<file path="src/rtl/instruction_fetch.sv">
// ---------------------------------------------------------------------------
// instruction_fetch
//
// Fetch stage for a 256x32 instruction memory with a combinational read. The
// memory is byte addressed, and address bits [9:2] select the word. This
// block holds the program counter and drives IMAddress. It captures the
// returned word into the IF/ID register and offers that register to decode
// with a valid/ready handshake. Later stages can redirect fetch. Fetching a
// HALT_WORD parks the stage until a redirect or a reset.
//
// Ports
//   Clk            in   1       rising-edge clock
//   Reset          in   1       synchronous, active-high
//   IMAddress      out  ADDR_W  byte address to IM (truncated PC)
//   IMInstruction  in   32      combinational IM read data
//   BranchTaken    in   1       redirect request
//   BranchTarget   in   32      redirect byte address, bits [1:0] ignored
//   IDReady        in   1       decode accepts IF/ID this cycle
//   IFValid        out  1       IF/ID holds a valid instruction
//   InstructionOut out  32      IF/ID instruction
//   PCOut          out  32      PC of InstructionOut
//   PCPlus4Out     out  32      PCOut + 4 (mod 2^32)
//   Halted         out  1       fetch is parked in the HALTED state
// ---------------------------------------------------------------------------
module instruction_fetch #(
  parameter logic [31:0] RESET_PC  = 32'h0000_0000,
  parameter int          ADDR_W    = 10,
  parameter logic [31:0] HALT_WORD = 32'hFC00_0000
) (
  input  logic              Clk,
  input  logic              Reset,
  output logic [ADDR_W-1:0] IMAddress,
  input  logic [31:0]       IMInstruction,
  input  logic              BranchTaken,
  input  logic [31:0]       BranchTarget,
  input  logic              IDReady,
  output logic              IFValid,
  output logic [31:0]       InstructionOut,
  output logic [31:0]       PCOut,
  output logic [31:0]       PCPlus4Out,
  output logic              Halted
);

  typedef enum logic {
    FETCH  = 1'b0,
    HALTED = 1'b1
  } fetchState_t;

  fetchState_t r_state;
  fetchState_t w_nextState;

  logic [31:0] r_pc;
  logic [31:0] r_instr;
  logic [31:0] r_pcOut;
  logic [31:0] r_pcPlus4Out;
  logic        r_valid;

  logic        w_hold;
  logic [31:0] w_pcPlus4;
  logic [31:0] w_target;
  logic        w_unusedTargetBits;

  // Decode has not taken the current instruction, so everything stays put.
  assign w_hold    = r_valid & ~IDReady;
  assign w_pcPlus4 = r_pc + 32'd4;
  assign w_target  = {BranchTarget[31:2], 2'b00};

  // The target's low bits are word-alignment noise and are dropped.
  assign w_unusedTargetBits = &{1'b0, BranchTarget[1:0]};

  // State register.
  always_ff @(posedge Clk) begin
    if (Reset) begin
      r_state <= FETCH;
    end else begin
      r_state <= w_nextState;
    end
  end

  // Next-state logic. A redirect always returns to FETCH, even when it
  // coincides with a halt-word fetch. A halt word seen while held is not
  // captured yet, so it cannot halt the stage until the hold clears.
  always_comb begin
    w_nextState = r_state;
    if (BranchTaken) begin
      w_nextState = FETCH;
    end else if (!w_hold && r_state == FETCH && IMInstruction == HALT_WORD) begin
      w_nextState = HALTED;
    end
  end

  // PC and IF/ID datapath. The priority is reset, then redirect, then hold,
  // then fetch. In HALTED, the PC stays frozen just past the halt word. Once
  // decode consumes the halt word, the valid bit drops and stays low.
  always_ff @(posedge Clk) begin
    if (Reset) begin
      r_pc         <= RESET_PC;
      r_instr      <= 32'd0;
      r_pcOut      <= 32'd0;
      r_pcPlus4Out <= 32'd0;
      r_valid      <= 1'b0;
    end else if (BranchTaken) begin
      r_pc    <= w_target;
      r_instr <= 32'd0;
      r_valid <= 1'b0;
    end else if (w_hold) begin
      r_pc <= r_pc;
    end else if (r_state == FETCH) begin
      r_instr      <= IMInstruction;
      r_pcOut      <= r_pc;
      r_pcPlus4Out <= w_pcPlus4;
      r_valid      <= 1'b1;
      r_pc         <= w_pcPlus4;
    end else begin
      r_valid <= 1'b0;
    end
  end

  assign IMAddress      = r_pc[ADDR_W-1:0];
  assign IFValid        = r_valid;
  assign InstructionOut = r_instr;
  assign PCOut          = r_pcOut;
  assign PCPlus4Out     = r_pcPlus4Out;
  assign Halted         = (r_state == HALTED);

endmodule
</file>
<file path="config.mk">
export PLATFORM = sky130hd
export DESIGN_NAME = instruction_fetch
export DESIGN_NICKNAME = d
export VERILOG_FILES = /design/src/rtl/instruction_fetch.sv
export SDC_FILE = /design/constraint.sdc
export NUM_CORES = 1
export LEC_CHECK = 0
export BUFFER_PORTS_ARGS = -buffer_cell sky130_fd_sc_hd__buf_2
export CAP_MARGIN = 15
export CELL_PAD_IN_SITES_DETAIL_PLACEMENT = 1
export CELL_PAD_IN_SITES_GLOBAL_PLACEMENT = 1
export CORE_MARGIN = 5
export CORE_UTILIZATION = 30
export CTS_BUF_LIST = sky130_fd_sc_hd__clkbuf_16
export DETAILED_ROUTE_END_ITERATION = 6
export PLACE_DENSITY_LB_ADDON = 0.1
export SKIP_CTS_REPAIR_TIMING = 1
export SLEW_MARGIN = 20
export SYNTH_ARGS = -nofsm -noshare
export SYNTH_HDL_FRONTEND = slang
export SYNTH_SLANG_ARGS = --single-unit
</file>
<file path="constraint.sdc">
create_clock -name Clk -period 2.06 [get_ports Clk]
set_clock_uncertainty 0.15 [all_clocks]
set_input_delay 0.309 -clock Clk [delete_from_list [all_inputs] [get_ports Clk]]
set_output_delay 0.309 -clock Clk [all_outputs]
set_load 0.03 [all_outputs]
</file>
==> results of run 1 <==
## sequential cells by signal (all words and copies together) (netlist names)
register and flops:
InstructionOut 32, PCOut 30, PCPlus4Out 30, r_pc 30, Halted 1, IFValid 1
## final cells by class
| class | instances | area, um2 | share of cell area |
|---|---|---|---|
| Clock buffer | 17 | 425 | 0.0568 |
| Clock inverter | 14 | 164 | 0.0219 |
| Inverter | 7 | 26.3 | 0.00351 |
| Multi-Input combinational cell | 489 | 2760 | 0.369 |
| Sequential cell | 124 | 2490 | 0.332 |
| Tap cell | 229 | 287 | 0.0383 |
| Timing Repair Buffer | 223 | 1340 | 0.179 |
## worst min-delay path: cells and delay by family
kind | cells | cell delay [ns]
simple gates | 1 | 0.05
compound gates | 1 | 0.05
buf+inv | 1 | 0.10
## path summary, 6_finish.rpt
check                                         end  depth (start not counted)  slack (ns)                      startpoint
setup / recovery            r_pc[28]$_SDFFE_PP0P_                          7        0.14            r_pc[2]$_SDFFE_PP0P_
hold / removal    InstructionOut[24]$_SDFFE_PP0P_                          3      -0.006               IMInstruction[24]
setup reg to reg            r_pc[28]$_SDFFE_PP0P_                          7        0.14            r_pc[2]$_SDFFE_PP0P_
hold reg to reg    InstructionOut[4]$_SDFFE_PP0P_                          2        0.30  InstructionOut[4]$_SDFFE_PP0P_
## cell usage after synthesis, types with 5 or more instances
cell	n	area [um2]
sky130_fd_sc_hd__buf_1	5	18.8
sky130_fd_sc_hd__xnor2_1	23	201
sky130_fd_sc_hd__a21oi_1	68	340
sky130_fd_sc_hd__nor4_1	9	56.3
sky130_fd_sc_hd__nand2_1	157	589
sky130_fd_sc_hd__clkbuf_2	5	25.0
sky130_fd_sc_hd__and3_1	6	37.5
sky130_fd_sc_hd__a311oi_1	6	52.6
sky130_fd_sc_hd__dfxtp_1	124	2480
sky130_fd_sc_hd__buf_2	19	95.1
sky130_fd_sc_hd__a211oi_1	42	315
sky130_fd_sc_hd__nand3_1	12	60.1
sky130_fd_sc_hd__clkbuf_1	24	90.1
sky130_fd_sc_hd__xor2_1	28	245
sky130_fd_sc_hd__buf_4	16	120
sky130_fd_sc_hd__o21a_1	9	67.6
sky130_fd_sc_hd__inv_1	6	22.5
sky130_fd_sc_hd__nor2_1	59	221
sky130_fd_sc_hd__nand4_1	18	113
sky130_fd_sc_hd__o21ai_0	6	30.0
## report_power, final
part	internal, mW	leakage [nW]	switching [mW]
Clock	1.98	0.304	1.05
Combinational	0.326	1.89	0.612
Sequential	2.54	1.02	0.0955
## logic make-up after synthesis
| family | Yosys count |
|---|---|
| fa+ha+maj | 1 |
| compound gates | 135 |
| xor+xnor | 51 |
| buf+inv | 76 |
| simple gates | 296 |
| flops | 124 |
| other cells | 1 |
## per-layer routing
metal | track usage | routed length [um] | vias to the layer above
met5 | 0 | 11 | -
met4 | 0.0484 | 229 | 2
met3 | 0.0744 | 1620 | 17
met2 | 0.272 | 8470 | 132
met1 | 0.213 | 8120 | 2527
li1 | - | - | 2663
## per-stage QoR
| stage | setup slack, ns | std cells | utilization |
|---|---|---|---|
| after global routing | 0.00164 | 1103 | 0.414 |
| after detailed placement | 0.0353 | 1062 | 0.374 |
| final | 0.142 | 1103 | 0.414 |
| after floorplan | 0.0616 | 689 | - |
| after CTS | 0.0397 | 1093 | 0.406 |
| after global placement | 0.0900 | 1062 | 0.374 |
==> implementation parameters, run 1 <==
Parameter                              Value

Synthesis
  Cell area after synthesis    5560 um2
  Largest family of logic cells by synthesized area    simple AND/OR/NAND/NOR gates
  Cells after synthesis    ~680
  Post-Synth XOR/XNOR Area    0.0804
  Yosys Warn Count    0
  Distinct cell type count of the synthesized netlist    44
  Synth Area per Inst    8.13 um2
  Simple-gate share of the synthesized area    0.251
  Top_reg_cell synth    sky130_fd_sc_hd__dfxtp_1
  Post-synthesis share of cell area spent on full adders, half adders and majority gates    0.00225
  Post-synthesis compound-gate area fraction    0.152
  Multiplexer share of the synthesized area    0
  EDFF count, synth    0
  Number of synthesized register bits    124
  Sequential area share after synthesis    0.447
  Share of async-settable or async-resettable flops after synthesis    0

Timing
  Final number of max-transition violations    0
  Total count of hold-check failures in the final report    1
  Unrepaired setup endpoints after global routing    false
  Period minus WS final    roughly 1.9 ns
  Setup_tns    0 ns
  Final setup violation count    0
  Tightest hold margin    -0.00575 ns
  Achievable frequency    521 MHz
  Ratio of final minimum period to clock period    0.931

GRT
  Number of antenna violations at the first check in global routing    1
  Largest net degree at the start of global routing    85
  Number of global-route vias before repair    5705
  Total track usage    0.171
  Global-route wire length before repair    29.9 mm
  Total gr overflow    0

Floorplanning
  Core footprint    18100 um2
  Effective utilization at floorplan    0.307
  Die Width    146 um
  Total die area    21400 um2
  Num ports    176
  Vert. Die Dim    about 150 um
  Row Count    just under 50

Final layout
  Diode count    0
  Most common library cell in the layout ignoring fill and taps    sky130_fd_sc_hd__buf_2
  Area added between synthesis and finish    34.7%
  Proportion of layout cells with a drive suffix above 1    0.309
  Number of filler instances in the final layout    about 2200
  Post-layout nets    around 930
  Final Cell Area    around 7500 um2
  Commonest cells after routing, fill and taps aside    sky130_fd_sc_hd__buf_2, sky130_fd_sc_hd__nand2_1, sky130_fd_sc_hd__dfxtp_1, sky130_fd_sc_hd__a21oi_1, sky130_fd_sc_hd__nor2_1

Worst setup path
  Count of buffering cells on the critical path with inverters included    1
  Delay of the slowest critical-path stage    around 0.33 ns
  Cell type of the slowest stage on the worst timing path    sky130_fd_sc_hd__dfxtp_1
  WP data required    2.23 ns
  Startpoint Class    flop
  Cell class contributing the biggest share of worst-path delay    simple AND/OR/NAND/NOR gates
  Critical Path Sink Type    flop
  Category of the most critical setup path    reg2reg
  Ordered list of cells on the worst path    ha_1, nand3_2, nor3_2, buf_6, nand4_1, xor2_1, a211oi_1
  Crit path DAT    2.09 ns
  Largest driver fanout on the critical path    16

Drt
  Number of DRC markers in iteration 0    between 150 and 200
  Antenna viol nets, final    0
  Via count normalized by instance count    4.84
  Sum of routed wire length over all layers    roughly 18 mm
  DRC    0
  Detailed-routing iteration count for the pre-antenna-repair pass    7
  Routed WL per cell    16.7 um
  Vias after detailed routing    5341

Placement
  HPWL Detailed    13.9 mm
  Count of input and output buffers    167
  Cell Area, Placed    6760 um2
  Final Wtd Congestion    approximately 0.83

Outcome
  Failing checks    hold timing
  Result of the run    complete, but fails checks

Worst hold path
  Hold crit path type    in2reg

Power
  Total Power Consumption    6.61 mW
  Peak supply drop    595 uV
  Power density over cell area    882 nW/um2
  Total leakage power    3.22 nW

Clock tree
  # clock sinks    124
  Later-pin clock latency in the skew report    0.41 ns
  Clock Root Buffer    sky130_fd_sc_hd__clkbuf_16
  TritonCTS clock tree    built
  Maximum level of the CTS H-tree    4
  Number of buffers between clock root and the deepest sink    2
  CTS Buf Count    17
  Clock slew at the register clock pins of the worst setup and hold paths    0.05 ns

Flow run
  Max-cap violations    0
Power figures use the tool's default switching activity.
==> run 2, diff against run 1 <==
==> constraint.sdc (replaced) <==
create_clock -name Clk -period 1.8 [get_ports Clk]
set_clock_uncertainty 0.15 [all_clocks]
set_input_delay 0 -clock Clk [delete_from_list [all_inputs] [get_ports Clk]]
set_output_delay 0 -clock Clk [all_outputs]
set_load 0.03 [all_outputs]
==> run 2 against run 1 <==
The run ends with setup timing left. Worst setup slack got worse by 0.20 ns. Sequential cell count unchanged. Register-to-register slack got worse by 0.20 ns. Wire length increased by 19%. Critical path depth decreased by 1. Maximum frequency increased by 3.3%. Combinational power increased by 39%. Sequential power increased by 15%. Via count increased by 9.9%. Critical path type unchanged. Critical endpoint is now r_pc[18]$_SDFFE_PP0P_. Highest routed layer is now met4.
==> implementation parameters, run 2 (synthesis gave the netlist of run 1 again) <==
Parameter                              Value

Placement
  Count of input and output buffers    approximately 170
  Pre-CTS WS    -0.148 ns
  Final Wtd Congestion    0.824
  HPWL Detailed    14.5 mm
  Cell Area, Placed    7020 um2

Flow run
  Max-cap violations    0

GRT
  Met2 demand-to-capacity share in global routing    0.287
  GR met3 Demand/Resource    0.0734
  Total gr overflow    0
  Layer carrying the most global-route usage    met2
  Number of antenna violations at the first check in global routing    0
  Global-route wire length before repair    30.7 mm
  Number of global-route vias before repair    5718
  Largest net degree at the start of global routing    85
  Met1 demand-to-capacity share in global routing    0.222
  Total track usage    0.178

Worst setup path
  Delay of the slowest critical-path stage    0.43 ns
  Setup slack of the worst register-to-register path    -0.06 ns
  Crit path DAT    2.00 ns
  Ordered list of cells on the worst path    ha_4, nand3_4, or3_4, nor3_4, xnor2_1, a211oi_1
  Critical Path Sink Type    flop
  Cell class contributing the biggest share of worst-path delay    simple AND/OR/NAND/NOR gates
  Category of the most critical setup path    reg2reg
  FF-to-FF End    r_pc[18]$_SDFFE_PP0P_
  Cell type of the slowest stage on the worst timing path    sky130_fd_sc_hd__or3_4
  Startpoint Class    flop
  Largest driver fanout on the critical path    6
  Worst reg2reg path startpoint    r_pc[2]$_SDFFE_PP0P_
  WP data required    roughly 1.9 ns
  Count of buffering cells on the critical path with inverters included    0
  Number of cells on the worst reg-to-reg path    6

Clock tree
  TritonCTS clock tree    built
  Clock slew at the register clock pins of the worst setup and hold paths    0.05 ns
  Number of buffers between clock root and the deepest sink    2
  CTS Buf Count    17
  Clock Root Buffer    sky130_fd_sc_hd__clkbuf_16
  Later-pin clock latency in the skew report    0.41 ns
  # clock sinks    124
  Maximum level of the CTS H-tree    4

Timing
  Period minus WS final    approximately 1.9 ns
  Achievable frequency    about 540 MHz
  Final setup violation count    6
  Ratio of final minimum period to clock period    1.03
  Tightest hold margin    0.00590 ns
  Setup_tns    -0.150 ns
  Total count of hold-check failures in the final report    0
  Final number of max-transition violations    0
  Unrepaired setup endpoints after global routing    true
  Final worst-path setup slack    -0.0562 ns

Final layout
  Area added between synthesis and finish    57.7%
  Most common library cell in the layout ignoring fill and taps    sky130_fd_sc_hd__buf_2
  Final Cell Area    8770 um2
  Commonest cells after routing, fill and taps aside    sky130_fd_sc_hd__buf_2, sky130_fd_sc_hd__nand2_1, sky130_fd_sc_hd__dfxtp_1, sky130_fd_sc_hd__dlygate4sd3_1, sky130_fd_sc_hd__a21oi_1
  Diode count    0
  Post-route core utilization    0.485
  Number of filler instances in the final layout    2112
  Number of flip-flops in the largest register    32
  Post-layout nets    just over 1000
  Proportion of layout cells with a drive suffix above 1    0.358

Floorplanning
  Total die area    21400 um2
  Effective utilization at floorplan    0.307
  Vert. Die Dim    about 150 um
  Die Width    146 um
  Core footprint    18100 um2
  Row Count    49
  Num ports    176

Drt
  Antenna viol nets, final    0
  Routed WL per cell    about 18 um
  Number of DRC markers in iteration 0    272
  Via count normalized by instance count    4.86
  Vias after detailed routing    5871
  Detailed-routing iteration count for the pre-antenna-repair pass    5
  DRC    0
  Sum of routed wire length over all layers    21.9 mm

Power
  Total leakage power    between 3 and 4 nW
  Internal cell power    5.27 mW
  Clock network fraction of total power    0.415
  Sequential cell fraction of total power    0.409
  Power density over cell area    842 nW/um2
  Switching power summed over all nets    2.12 mW
  Net Sw Frac    0.287
  Gate power share    0.176
  Peak supply drop    658 uV

Worst hold path
  Min-Delay Endpoint    r_pc[4]$_SDFFE_PP0P_
  Count of cells along the worst hold path    3
  Hold crit path type    in2reg
  Critical hold path startpoint    BranchTaken

Outcome
  Result of the run    complete, but fails checks
  Failing checks    setup timing
## run 2: cell types whose count changed in the layout (fill, tap and decap cells not counted), moves of 7 or more
cell                            previous run  this run
sky130_fd_sc_hd__dlygate4sd3_1             9        70
sky130_fd_sc_hd__dfxtp_2                   3        10
sky130_fd_sc_hd__dfxtp_1                 121       105
sky130_fd_sc_hd__buf_6                     3        12
sky130_fd_sc_hd__buf_4                    40        67
sky130_fd_sc_hd__dfxtp_4                   0         9
## run 2: how the worst max path moves through the flow
| stage | from | endpoint | slack [ns] | cells after the start |
|---|---|---|---|---|
| 3_5_place_dp | r_pc[5]$_SDFFE_PP0P_ | PCPlus4Out[29]$_SDFFE_PP0P_ | -0.15 | 7 |
| 6_report | r_pc[2]$_SDFFE_PP0P_ | r_pc[18]$_SDFFE_PP0P_ | -0.06 | 6 |
| 5_1_grt | r_pc[2]$_SDFFE_PP0P_ | r_pc[18]$_SDFFE_PP0P_ | -0.11 | 6 |
| 3_3_place_gp | r_pc[4]$_SDFFE_PP0P_ | PCPlus4Out[29]$_SDFFE_PP0P_ | -0.04 | 7 |
| 4_1_cts | r_pc[15]$_SDFFE_PP0P_ | r_pc[28]$_SDFFE_PP0P_ | -0.18 | 6 |
| 2_1_floorplan | r_pc[8]$_SDFFE_PP0P_ | r_pc[19]$_SDFFE_PP0P_ | 0.0003 | 6 |
## run 2: layer usage
metal  up-vias  routed length, um  part of all wire
li1       2869                  -                 -
met1      2815               9260              0.42
met2       171              10800              0.49
met3        16               1630             0.074
met4         0                221             0.010
met5         -                  0                 0
## run 2: per-stage QoR
stage               total power, mW  instances
finish                         7.39       1209
floorplan                      3.76        689
global route                   7.71       1209
global placement               4.16       1086
CTS                            7.28       1118
detailed placement             4.19       1086
## run 2: power by group through the flow
stage / logic (mW) / registers (mW) / clock network, mW
2_1_floorplan: 0.493 / 3.27 / 0
3_3_place_gp: 1.10 / 3.06 / 0
3_5_place_dp: 1.12 / 3.07 / 0
4_1_cts: 1.12 / 3.01 / 3.14
5_1_grt: 1.40 / 3.04 / 3.27
6_report: 1.30 / 3.02 / 3.06
## run 2: cell type report
type | instances | area [um2] | area share
repair buffers | 327 | 2400 | 0.274
clock inverters | 15 | 93.8 | 0.0107
inverters | 7 | 26.3 | 0.00300
well taps | 229 | 287 | 0.0327
multi-input cells | 490 | 3000 | 0.342
flip-flops and latches | 124 | 2530 | 0.288
clock buffers | 17 | 425 | 0.0485
## run 2: worst min-delay path, cell delays in order
cell                       delay [ns]
sky130_fd_sc_hd__buf_2           0.17
sky130_fd_sc_hd__inv_2           0.23
sky130_fd_sc_hd__a211oi_1        0.12
==> run 3, diff against run 2 <==
==> constraint.sdc (replaced) <==
create_clock -name Clk -period 1.85 [get_ports Clk]
set_clock_uncertainty 0.15 [all_clocks]
set_input_delay 0 -clock Clk [delete_from_list [all_inputs] [get_ports Clk]]
set_output_delay 0 -clock Clk [all_outputs]
set_load 0.03 [all_outputs]
==> run 3 against run 2 <==
The run now ends clean. Maximum frequency up 2.2%. Non-clock buffer count down 12. Register-to-register slack better by 0.09 ns. Utilization down 1.3 points. Clock power up 2%. Sequential power down 3%. Design area down 2.7%. Die area unchanged. Critical path type unchanged. Critical endpoint is now PCPlus4Out[29]$_SDFFE_PP0P_. Highest routed layer unchanged.
==> implementation parameters, run 3 (synthesis gave the netlist of run 1 again) <==
Parameter                              Value

GRT
  Total track usage    0.177
  Number of global-route vias before repair    5616
  Number of antenna violations at the first check in global routing    0
  Largest net degree at the start of global routing    85
  Total gr overflow    0
  Global-route wire length before repair    30.5 mm

Worst setup path
  Largest driver fanout on the critical path    7
  Delay of the slowest critical-path stage    0.36 ns
  Crit path DAT    2.00 ns
  CP Capture Point    PCPlus4Out[29]$_SDFFE_PP0P_
  FF-to-FF End    PCPlus4Out[29]$_SDFFE_PP0P_
  Cell type of the slowest stage on the worst timing path    sky130_fd_sc_hd__dfxtp_2
  WP data required    2.03 ns
  Ordered list of cells on the worst path    nand4_1, buf_4, nor4_4, buf_6, nand2_2, xor2_1, a211oi_2
  Worst setup startpoint    r_pc[2]$_SDFFE_PP0P_
  Count of buffering cells on the critical path with inverters included    2
  Cell class contributing the biggest share of worst-path delay    simple AND/OR/NAND/NOR gates
  Number of cells on the worst reg-to-reg path    7
  Number of cells on the critical path    7
  Startpoint Class    flop
  Critical Path Sink Type    flop
  Worst reg2reg path startpoint    r_pc[2]$_SDFFE_PP0P_
  Setup slack of the worst register-to-register path    0.03 ns
  Category of the most critical setup path    reg2reg

Clock tree
  TritonCTS clock tree    built
  Number of buffers between clock root and the deepest sink    2
  Clock slew at the register clock pins of the worst setup and hold paths    about 0.050 ns
  # clock sinks    124
  Maximum level of the CTS H-tree    4
  Later-pin clock latency in the skew report    between 0.4 and 0.5 ns
  Clock Root Buffer    sky130_fd_sc_hd__clkbuf_16
  CTS Buf Count    17

Drt
  DRC    0
  Via count normalized by instance count    4.78
  Sum of routed wire length over all layers    20.7 mm
  Routed WL per cell    17.3 um
  Number of DRC markers in iteration 0    217
  Antenna viol nets, final    0
  Vias after detailed routing    5709
  Detailed-routing iteration count for the pre-antenna-repair pass    4

Power
  Peak supply drop    658 uV
  Clock network fraction of total power    0.426
  Total leakage power    3.67 nW
  Gate power share    0.171
  Internal cell power    5.26 mW
  Total Power Consumption    between 7 and 8 mW
  Net Sw Frac    0.280
  Sequential cell fraction of total power    0.403
  Power density over cell area    856 nW/um2
  Switching power summed over all nets    2.04 mW

Worst hold path
  Hold crit path type    in2reg
  Critical hold path startpoint    BranchTaken

Outcome
  Result of the run    completed

Floorplanning
  Vert. Die Dim    approximately 150 um
  Total die area    approximately 21000 um2
  Die Width    146 um
  Num ports    176
  Effective utilization at floorplan    0.307
  Core footprint    18100 um2
  Row Count    49

Final layout
  Commonest cells after routing, fill and taps aside    sky130_fd_sc_hd__buf_2, sky130_fd_sc_hd__nand2_1, sky130_fd_sc_hd__dfxtp_1, sky130_fd_sc_hd__dlygate4sd3_1, sky130_fd_sc_hd__a21oi_1
  Number of flip-flops in the largest register    32
  Combined flip-flop and latch cell area    about 2500 um2
  Diode count    0
  Final Cell Area    between 8000 and 9000 um2
  Area added between synthesis and finish    53.4%
  Number of standard cells in the layout, taps in and fillers out    1194
  Post-layout nets    1023
  Proportion of layout cells with a drive suffix above 1    0.333
  Most common library cell in the layout ignoring fill and taps    sky130_fd_sc_hd__buf_2
  Multi-input gate area in the final layout    between 2000 and 3000 um2
  Number of filler instances in the final layout    2119

Timing
  Achievable frequency    ~550 MHz
  Final setup violation count    0
  Ratio of final minimum period to clock period    0.982
  Period minus WS final    1.82 ns
  Total count of hold-check failures in the final report    0
  Tightest hold margin    0.0116 ns
  Setup_tns    0 ns
  Final number of max-transition violations    0
  Unrepaired setup endpoints after global routing    true

Placement
  Placed cell count    1083
  HPWL Detailed    14.5 mm
  Final Wtd Congestion    0.803
  Count of input and output buffers    167
  Cell Area, Placed    6980 um2

Flow run
  Max-cap violations    0
## run 3: cell count changes in the layout (fill, tap and decap cells not counted), sizes merged
cell         previous run  this run
buf                   254       241
bufinv                  1         2
clkbuf                 20        19
clkinv                  8         7
dlygate4sd3            70        72
inv                    12        10
nor2                   63        62
## run 3: per-layer routing
layer  GRT usage  up-vias  part of all wire
met5           0        -                 0
met4      0.0419        0            0.0086
met3      0.0682       12             0.073
met2       0.284      140              0.48
met1       0.225     2712              0.44
li1            -     2845                 -
## run 3: worst min path at each step
stage               slack (ns)                              end  cells past startpoint
floorplan                -0.01   InstructionOut[0]$_SDFFE_PP0P_                      2
global placement          0.10  InstructionOut[23]$_SDFFE_PP0P_                      3
detailed placement        0.11  InstructionOut[28]$_SDFFE_PP0P_                      3
CTS                      -0.33   InstructionOut[9]$_SDFFE_PP0P_                      3
global route              0.02             r_pc[2]$_SDFFE_PP0P_                      4
finish                    0.01             r_pc[2]$_SDFFE_PP0P_                      4
## run 3: worst reg2reg max path: stages (launching register included)
cell	delay, ns
sky130_fd_sc_hd__dfxtp_2	0.36
sky130_fd_sc_hd__nand4_1	0.18
sky130_fd_sc_hd__buf_4	0.21
sky130_fd_sc_hd__nor4_4	0.26
sky130_fd_sc_hd__buf_6	0.16
sky130_fd_sc_hd__nand2_2	0.06
sky130_fd_sc_hd__xor2_1	0.16
sky130_fd_sc_hd__a211oi_2	0.21
## run 3: layout make-up
type | instances | area share
Tap cell | 229 | 0.0336
Multi-Input combinational cell | 489 | 0.338
Inverter | 7 | 0.00308
Timing Repair Buffer | 315 | 0.269
Clock buffer | 17 | 0.0499
Sequential cell | 124 | 0.294
Clock inverter | 13 | 0.0132
## run 3: power groups by stage
stage                     logic [mW]  registers, mW  clock network [mW]
after CTS                       1.08           2.93                3.19
after detailed placement        1.08           2.99                   0
after global placement          1.07           2.98                   0
after floorplan                0.475           3.18                   0
final                           1.25           2.94                3.11
after global routing            1.35           2.96                3.30
## run 3: per-stage QoR
stage / util / setup WS (ns)
finish: 0.471 / 0.0341
CTS: 0.416 / -0.0513
detailed placement: 0.386 / -0.0370
global placement: 0.386 / 0.00136
global route: 0.471 / -0.0363
floorplan: - / 0.00633
